[config.mk]
export PLATFORM = sky130hd
export DESIGN_NAME = gmii_rx_fcs_check
export DESIGN_NICKNAME = d
export VERILOG_FILES = /design/src/rtl/gmii_rx_fcs_check.sv
export SDC_FILE = /design/constraint.sdc
export NUM_CORES = 1
export LEC_CHECK = 0
export ABC_AREA = 1
export CORE_MARGIN = 3
export CORE_UTILIZATION = 45
export CTS_BUF_LIST = sky130_fd_sc_hd__clkbuf_8
export DETAILED_ROUTE_END_ITERATION = 12
export DONT_BUFFER_PORTS = 1
export PLACE_DENSITY_LB_ADDON = 0.25
export SYNTH_ARGS = -nofsm -noshare
export SYNTH_HDL_FRONTEND = slang
export SYNTH_SLANG_ARGS = --single-unit
[constraint.sdc]
create_clock -name clk -period 3 [get_ports clk]
set_input_delay 0.15 -clock clk [delete_from_list [all_inputs] [get_ports clk]]
set_output_delay 0.15 -clock clk [all_outputs]
set_load 0.01 [all_outputs]
[src/rtl/gmii_rx_fcs_check.sv]
// GMII receive front end: strips preamble/SFD, forwards frame bytes with 1-cycle latency,
// checks the Ethernet FCS and length, and keeps saturating good/bad frame counters.
module gmii_rx_fcs_check #(
  parameter int MIN_LEN = 64,
  parameter int MAX_LEN = 1518
) (
  input  logic        clk,
  input  logic        rst,
  input  logic        gmii_rx_dv,
  input  logic [7:0]  gmii_rxd,
  output logic        out_en,
  output logic [7:0]  out_data,
  output logic        out_sof,
  output logic        frame_done,
  output logic        crc_err,
  output logic        len_err,
  output logic [15:0] frame_len,
  output logic [15:0] good_cnt,
  output logic [15:0] bad_cnt
);
  typedef enum logic [1:0] {IDLE, PREAMBLE, FRAME, DROP} state_t;

  localparam logic [31:0] CRC_POLY    = 32'h04C11DB7;
  localparam logic [31:0] CRC_RESIDUE = 32'hC704DD7B;
  localparam logic [15:0] MIN_L       = 16'(MIN_LEN);
  localparam logic [15:0] MAX_L       = 16'(MAX_LEN);

  // MSB-first register fed with each byte LSB first, i.e. the wire bit order.
  function automatic logic [31:0] crc_byte(input logic [31:0] c, input logic [7:0] d);
    logic [31:0] r;
    r = c;
    for (int i = 0; i < 8; i++)
      r = {r[30:0], 1'b0} ^ ((r[31] ^ d[i]) ? CRC_POLY : 32'h0);
    return r;
  endfunction

  state_t      state_q, state_d;
  logic [2:0]  pre_cnt_q, pre_cnt_d;
  logic [31:0] crc_q, crc_d;
  logic [15:0] len_q, len_d;
  logic        fresh_q, fresh_d;
  logic        out_en_q, out_en_d;
  logic [7:0]  out_data_q, out_data_d;
  logic        out_sof_q, out_sof_d;
  logic        frame_done_q, frame_done_d;
  logic        crc_err_q, crc_err_d;
  logic        len_err_q, len_err_d;
  logic [15:0] frame_len_q, frame_len_d;
  logic [15:0] good_cnt_q, good_cnt_d;
  logic [15:0] bad_cnt_q, bad_cnt_d;

  logic short_frm, frm_len_err, frm_crc_err;
  assign short_frm   = len_q < 16'd4;
  assign frm_len_err = short_frm || (len_q < MIN_L) || (len_q > MAX_L);
  assign frm_crc_err = short_frm || (crc_q != CRC_RESIDUE);

  always_comb begin
    state_d      = state_q;
    pre_cnt_d    = pre_cnt_q;
    crc_d        = crc_q;
    len_d        = len_q;
    fresh_d      = 1'b0;
    out_en_d     = 1'b0;
    out_data_d   = out_data_q;
    out_sof_d    = 1'b0;
    frame_done_d = 1'b0;
    crc_err_d    = crc_err_q;
    len_err_d    = len_err_q;
    frame_len_d  = frame_len_q;
    good_cnt_d   = good_cnt_q;
    bad_cnt_d    = bad_cnt_q;
    case (state_q)
      IDLE: begin
        // dv already high right after reset means we joined mid-frame: discard it.
        if (gmii_rx_dv) begin
          if (!fresh_q && gmii_rxd == 8'h55) begin
            state_d   = PREAMBLE;
            pre_cnt_d = 3'd1;
          end else begin
            state_d = DROP;
          end
        end
      end
      PREAMBLE: begin
        if (!gmii_rx_dv) begin
          state_d = IDLE;
        end else if (gmii_rxd == 8'h55) begin
          if (pre_cnt_q == 3'd7) state_d = DROP;
          else pre_cnt_d = pre_cnt_q + 3'd1;
        end else if (gmii_rxd == 8'hD5) begin
          state_d = FRAME;
          crc_d   = 32'hFFFFFFFF;
          len_d   = 16'd0;
        end else begin
          state_d = DROP;
        end
      end
      FRAME: begin
        if (gmii_rx_dv) begin
          out_en_d   = 1'b1;
          out_data_d = gmii_rxd;
          out_sof_d  = (len_q == 16'd0);
          crc_d      = crc_byte(crc_q, gmii_rxd);
          len_d      = (len_q == 16'hFFFF) ? len_q : len_q + 16'd1;
        end else begin
          state_d      = IDLE;
          frame_done_d = 1'b1;
          crc_err_d    = frm_crc_err;
          len_err_d    = frm_len_err;
          frame_len_d  = len_q;
          if (frm_crc_err || frm_len_err)
            bad_cnt_d = (bad_cnt_q == 16'hFFFF) ? bad_cnt_q : bad_cnt_q + 16'd1;
          else
            good_cnt_d = (good_cnt_q == 16'hFFFF) ? good_cnt_q : good_cnt_q + 16'd1;
        end
      end
      default: begin
        if (!gmii_rx_dv) state_d = IDLE;
      end
    endcase
  end

  always_ff @(posedge clk or posedge rst) begin
    if (rst) begin
      state_q      <= IDLE;
      pre_cnt_q    <= 3'd0;
      crc_q        <= 32'hFFFFFFFF;
      len_q        <= 16'd0;
      fresh_q      <= 1'b1;
      out_en_q     <= 1'b0;
      out_data_q   <= 8'd0;
      out_sof_q    <= 1'b0;
      frame_done_q <= 1'b0;
      crc_err_q    <= 1'b0;
      len_err_q    <= 1'b0;
      frame_len_q  <= 16'd0;
      good_cnt_q   <= 16'd0;
      bad_cnt_q    <= 16'd0;
    end else begin
      state_q      <= state_d;
      pre_cnt_q    <= pre_cnt_d;
      crc_q        <= crc_d;
      len_q        <= len_d;
      fresh_q      <= fresh_d;
      out_en_q     <= out_en_d;
      out_data_q   <= out_data_d;
      out_sof_q    <= out_sof_d;
      frame_done_q <= frame_done_d;
      crc_err_q    <= crc_err_d;
      len_err_q    <= len_err_d;
      frame_len_q  <= frame_len_d;
      good_cnt_q   <= good_cnt_d;
      bad_cnt_q    <= bad_cnt_d;
    end
  end

  assign out_en     = out_en_q;
  assign out_data   = out_data_q;
  assign out_sof    = out_sof_q;
  assign frame_done = frame_done_q;
  assign crc_err    = crc_err_q;
  assign len_err    = len_err_q;
  assign frame_len  = frame_len_q;
  assign good_cnt   = good_cnt_q;
  assign bad_cnt    = bad_cnt_q;
endmodule

# Word-level counts from Yosys, hierarchy flattened
# Cells that the tools add are included.
dict set report word_totals {
  register_bits 115
  inputBits 11
  elab_cells 118
}
dict set report classes {
  addsub 4
  n_lt_le_gt_ge 3
  n_eq_ne 20
  muxes 39
  bitwise_logic 20
  n_reduce_logical 18
}
# operator count
set ops {}
lappend ops {{XOR 32 x 27 -> 32 bit} 8}
lappend ops {{two-way mux 27 bit} 8}
lappend ops {{two-way mux 32 bit} 4}
lappend ops {{two-way mux 16 bit} 5}
lappend ops {{case mux 32 bit (2 select lines)} 1}
lappend ops {{adder 16 x 1 -> 16 bit, second input constant} 3}
lappend ops {{equality test 16 bit, second input constant} 3}
lappend ops {{inequality test 32 bit, second input constant} 1}
lappend ops {{case mux 16 bit (2 select lines)} 1}
lappend ops {{inequality test 2 bit, second input constant} 9}
lappend ops {{> comparator 16 x 11 -> 1 bit, second input constant} 1}
lappend ops {{zero test 16 bit} 1}
lappend ops {{less-than comparator 16 x 3 -> 1 bit, second input constant} 1}
lappend ops {{less-than comparator 16 x 7 -> 1 bit, second input constant} 1}
lappend ops {{two-way mux 3 bit} 5}
lappend ops {{two-way mux 2 bit} 6}
lappend ops {{AND reduction 6 bit} 2}
lappend ops {{equality test 8 x 7 -> 1 bit, second input constant} 1}
lappend ops {{equality test 8 bit, second input constant} 1}
lappend ops {{AND reduction 4 bit} 2}
lappend ops {{XOR 1 bit} 8}
lappend ops {{two-way mux 1 bit} 7}
lappend ops {{case mux 3 bit (2 select lines)} 1}
lappend ops {{AND reduction 5 bit} 1}
lappend ops {{other kinds (15)} 23}

# Depth between registers and ports, before layout
dict set report depth {
  ltp_word 26
  depth_mapped 14
  ltp_nobuf 13
}

# Worst setup path before layout
# No wires, ideal clock.
dict set report synth_path {
  path_kind {register to register}
  from {reg crc_q[6]}
  to {reg good_cnt_q[3] (netlist: good_cnt[3])}
  setup_ps 117
  t_arrival_ps 1511
  required_time_ps 2883
  slack_ps 1371
  stages_incl_launch_ff 11
  n_path_buf 1
  synth_period_minus_slack_ps 1629
  cell_sequence {dfstp_2 inv_1 nor3_1 nand2_1 nor2_1 nand3_2 nor2_8 nand3_4 buf_6 nand2_1 nand2_1}
}
dict set report synth_via {
  elab_chain_len 5
}
# element line
set synth_lines {}
lappend synth_lines {{start: declaration} 39} ;# logic [31:0] crc_q, crc_d;
lappend synth_lines {{start signal: assignment} 142} ;# crc_q <= crc_d;
lappend synth_lines {{inequality test 32 bit} 55} ;# assign frm_crc_err = short_frm || (crc_q != CRC_RESIDUE);
lappend synth_lines {{logical OR 1 bit} 55}
lappend synth_lines {{logical OR 1 bit} 111} ;# if (frm_crc_err || frm_len_err)
lappend synth_lines {{inverter 1 bit (no line)} --}
lappend synth_lines {{AND reduction 4 bit (no line)} --}
lappend synth_lines {{end signal: assignment} 152} ;# good_cnt_q <= good_cnt_d;
lappend synth_lines {{end: declaration} 49} ;# logic [15:0] good_cnt_q, good_cnt_d;
# Every way passes these cells.
# A chain may end at the register's enable or synchronous reset.

# Worst setup path in the final report
dict set report layout_path {
  from {reg len_q[9]}
  to {reg bad_cnt_q[0] (netlist: bad_cnt[0])}
}
dict set report layout_via {
  elab_chain_len 5
  elab_cells_between_ends 8
  classes_between {order compare: 3; reduce/logical: 5}
}
# element line
set layout_lines {}
lappend layout_lines {{start: declaration} 40} ;# logic [15:0] len_q, len_d;
lappend layout_lines {{start signal: assignment} 143} ;# len_q <= len_d;
lappend layout_lines {{less-than comparator 16 x 3 -> 1 bit / less-than comparator 16 x 7 -> 1 bit (equally long branches)} {53, 54}}
lappend layout_lines {{logical OR 1 bit (2 in series)} 54} ;# assign frm_len_err = short_frm || (len_q < MIN_L) || (len_q > MAX_L);
lappend layout_lines {{logical OR 1 bit (*)} 111}
lappend layout_lines {{AND reduction 4 bit (no line) (*)} --}
lappend layout_lines {{end signal: assignment} 153} ;# bad_cnt_q <= bad_cnt_d;
lappend layout_lines {{end: declaration} 50} ;# logic [15:0] bad_cnt_q, bad_cnt_d;
# Every way passes the cells marked *; elsewhere a longest branch is shown, timed or not.

==> impl_results.md <==
- Status: finished, final reports clean
- Worst-path cell chain: inv_1, nand4_1, nor2_1, nand2_1, nand3_1, nand2_1, xor2_1
- Register area share after synthesis: 0.406
- Initial drt markers: 593
- Fraction of layout cells with a size suffix above 1: 0.108
- Leakage: 3.80 nW
- Final min period: 2.49 ns
- Netlist cell types: 41
- Setup violations, final: 0
- Delay-heaviest family, CP: simple AND/OR/NAND/NOR gates
- Diodes inserted: 0
- CP most frequent cell: nand2_1
- CTS H-tree depth: 4
- Pin count of the biggest net entering global routing: 116
- #FFs+latches synth: 115
- Post-CTS Hold Fix Bufs: 10
- Maximum vdd drop: 448 uV
- PwrDens: 919 nW/um2
- Post-route antenna net violation count: 0
- CP max stage delay: 0.52 ns
- Area Overhead vs Synth: 9.35%
- Setup crit end kind: flop
- EDFF count, synth: 0
- PostCTS Resize Cnt: 0
- Via density per instance: 5.19
- Leading area contributor after synthesis: dfrtp_1
- Core area: 15,400 um2
- FP Rows: 45
- Number of max-cap violations: 0
- Max Fclk: 402 MHz
- Syn nets: 1,031
- Setup CP Type: flop to flop
- Initial antenna violation count: 0
- WL final: 18,600 um
- Async set-reset flop share out of synthesis: 1.00
- Synth top area share: 0.285
- Top cells by area, synth: dfrtp_1 29%, nand2_1 20%, dfstp_2 12%, xor2_1 6.1%, inv_1 5.1%
- Pre-CTS setup slack: 0.527 ns
- Clk sinks: 115
- Root buf cell: clkbuf_8
- Total track usage: 0.216
- Post-synthesis average cell area: 7.10 um2
- Ys Warns: 0
- Placed inst area: 7380 um2
- Post-CTS Repair Setup Buffers: 0
- First-pass GRT wire length: 30,800 um
- Final net count: 1,041
- Worst path slowest cell: nand2_1
- CTS tree: built
- DRT Pass-1 Iters: 5
- Fin. max-slew vios: 0
- DIE WIDTH: 132 um
- Worst-path fanout max: 20
- Num CTS Buffers: 17
- Final Hold Fails: 0
- Clock Pin Slew Worst Setup and Hold Paths: 0.08 ns
- Tightest Pin Transition: 0.699 ns
- Vias in the first global route: 5,998
- Setup TNS Final: 0 ns
- Ys flop type: dfrtp_1
- CP Launch Type: flop
- Worst EP required: 3.31 ns
- Routed vias: 6,474
- Die footprint: 17,500 um2
- Post-synthesis cell area: 7200 um2
- Final RePlAce weighted congestion: 0.887
- Initial core utilization: 0.467
- Post-route DRC violation count: 0
- CP arrival: 2.80 ns
- Commonest non-fill, non-tap cell in the layout: nand2_1
- I/O Pins: 72
- CP Buf/Inv Count: 1
- IO buf count: 0
- Synth Instances: 1,014
- Die Ht: 132 um
- Finished Cell Area: 7870 um2
- CTS Buffer Depth: 2
- Overflow after GRT: 0
- Slew margin rel.: 0.532
- DP HPWL: 13,100 um
- WL/cell: 14.9 um
- RSZ-0062 raised after global routing: no
- Worst-Skew Late Latency: 0.47 ns
- Worst Skew: 0.0182 ns
- Final period util: 0.830
- Setup WS post-layout: 0.511 ns
- Hold Path Class: primary input to flop
- Layout fillers: 1,559
- Commonest non-fill, non-tap cells in the layout: 389 x nand2_1, 98 x inv_1, 83 x nor2_1
report_power, final:
group          total (mW)  leakage [nW]  internal [mW]  switching [mW]
logic                3.07          2.15          0.985            2.09
registers            2.71          1.45           2.17           0.534
clock network        1.45         0.197          0.753           0.695
total                7.23          3.80           3.91            3.32
per-stage QoR:
stage | hold slack [ns] | instances | power, mW | utilization
floorplan | 0.267 | 1014 | 4.99 | -
global placement | 0.259 | 1206 | 5.70 | 0.479
detailed placement | 0.257 | 1206 | 5.75 | 0.479
CTS | 0.00139 | 1248 | 7.23 | 0.510
global route | 0.0153 | 1248 | 7.86 | 0.510
finish | 0.0230 | 1248 | 7.23 | 0.510
metal layers:
metal / vias to the layer above / track usage / wire length [um]
met3: 26 / 0.0544 / 1280
li1: 3234 / - / -
met2: 218 / 0.319 / 8270
met5: - / 0 / 0
met4: 0 / 0.0751 / 373
met1: 2996 / 0.311 / 8680
logic make-up (layout without fill, tap and decap cells):
logic type	Yosys count	count (layout)	synth area share
and+or+nand+nor	621	621	0.369
buffers and inverters	131	154	0.0751
other	1	1	0.000521
AOI/OAI and AO/OA	78	78	0.0642
xor gates and xnor gates	62	62	0.0755
DFF	115	115	0.406
adders and majority gates	6	6	0.0104
synth_stat cells, drive strengths merged (3+ instances only):
cell / n
a21oi: 8
a32oi: 5
buf: 14
clkbuf: 11
dfrtp: 82
dfstp: 33
ha: 6
inv: 106
nand2: 397
nand3: 74
nand4: 27
nor2: 92
nor3: 24
o21ai: 54
o21bai: 3
o22ai: 5
or2: 4
xnor2: 12
xor2: 50
flip-flops by register name (all words and copies together), names as in the netlist, 2 cells and up:
name / flops
good_cnt: 16
frame_len: 16
pre_cnt_q: 3
out_data: 8
crc_q: 32
bad_cnt: 16
len_q: 16
state_q: 2
worst paths after layout:
kind	startpoint	end	slack, ns	depth (start not counted)
setup reg to reg	len_q[9]	bad_cnt[0]	0.51	7
setup / recovery	len_q[9]	bad_cnt[0]	0.51	7
hold / removal	gmii_rx_dv	frame_done	0.02	2
hold reg to reg	pre_cnt_q[2]	pre_cnt_q[2]	0.49	2
max in group asynchronous	rst	out_data[3]	2.20	3
min in group asynchronous	rst	good_cnt[14]	0.32	3
cell type report:
cell class	instances	area, um2	area share
multi-input combinational	768	3740	0.475
sequential	115	2920	0.371
inverter	106	404	0.0514
tap	211	264	0.0335
clock buffer	18	248	0.0315
timing repair buffer	16	158	0.0200
clock inverter	14	140	0.0178
Note: power is estimated with default switching activity, not from simulation.
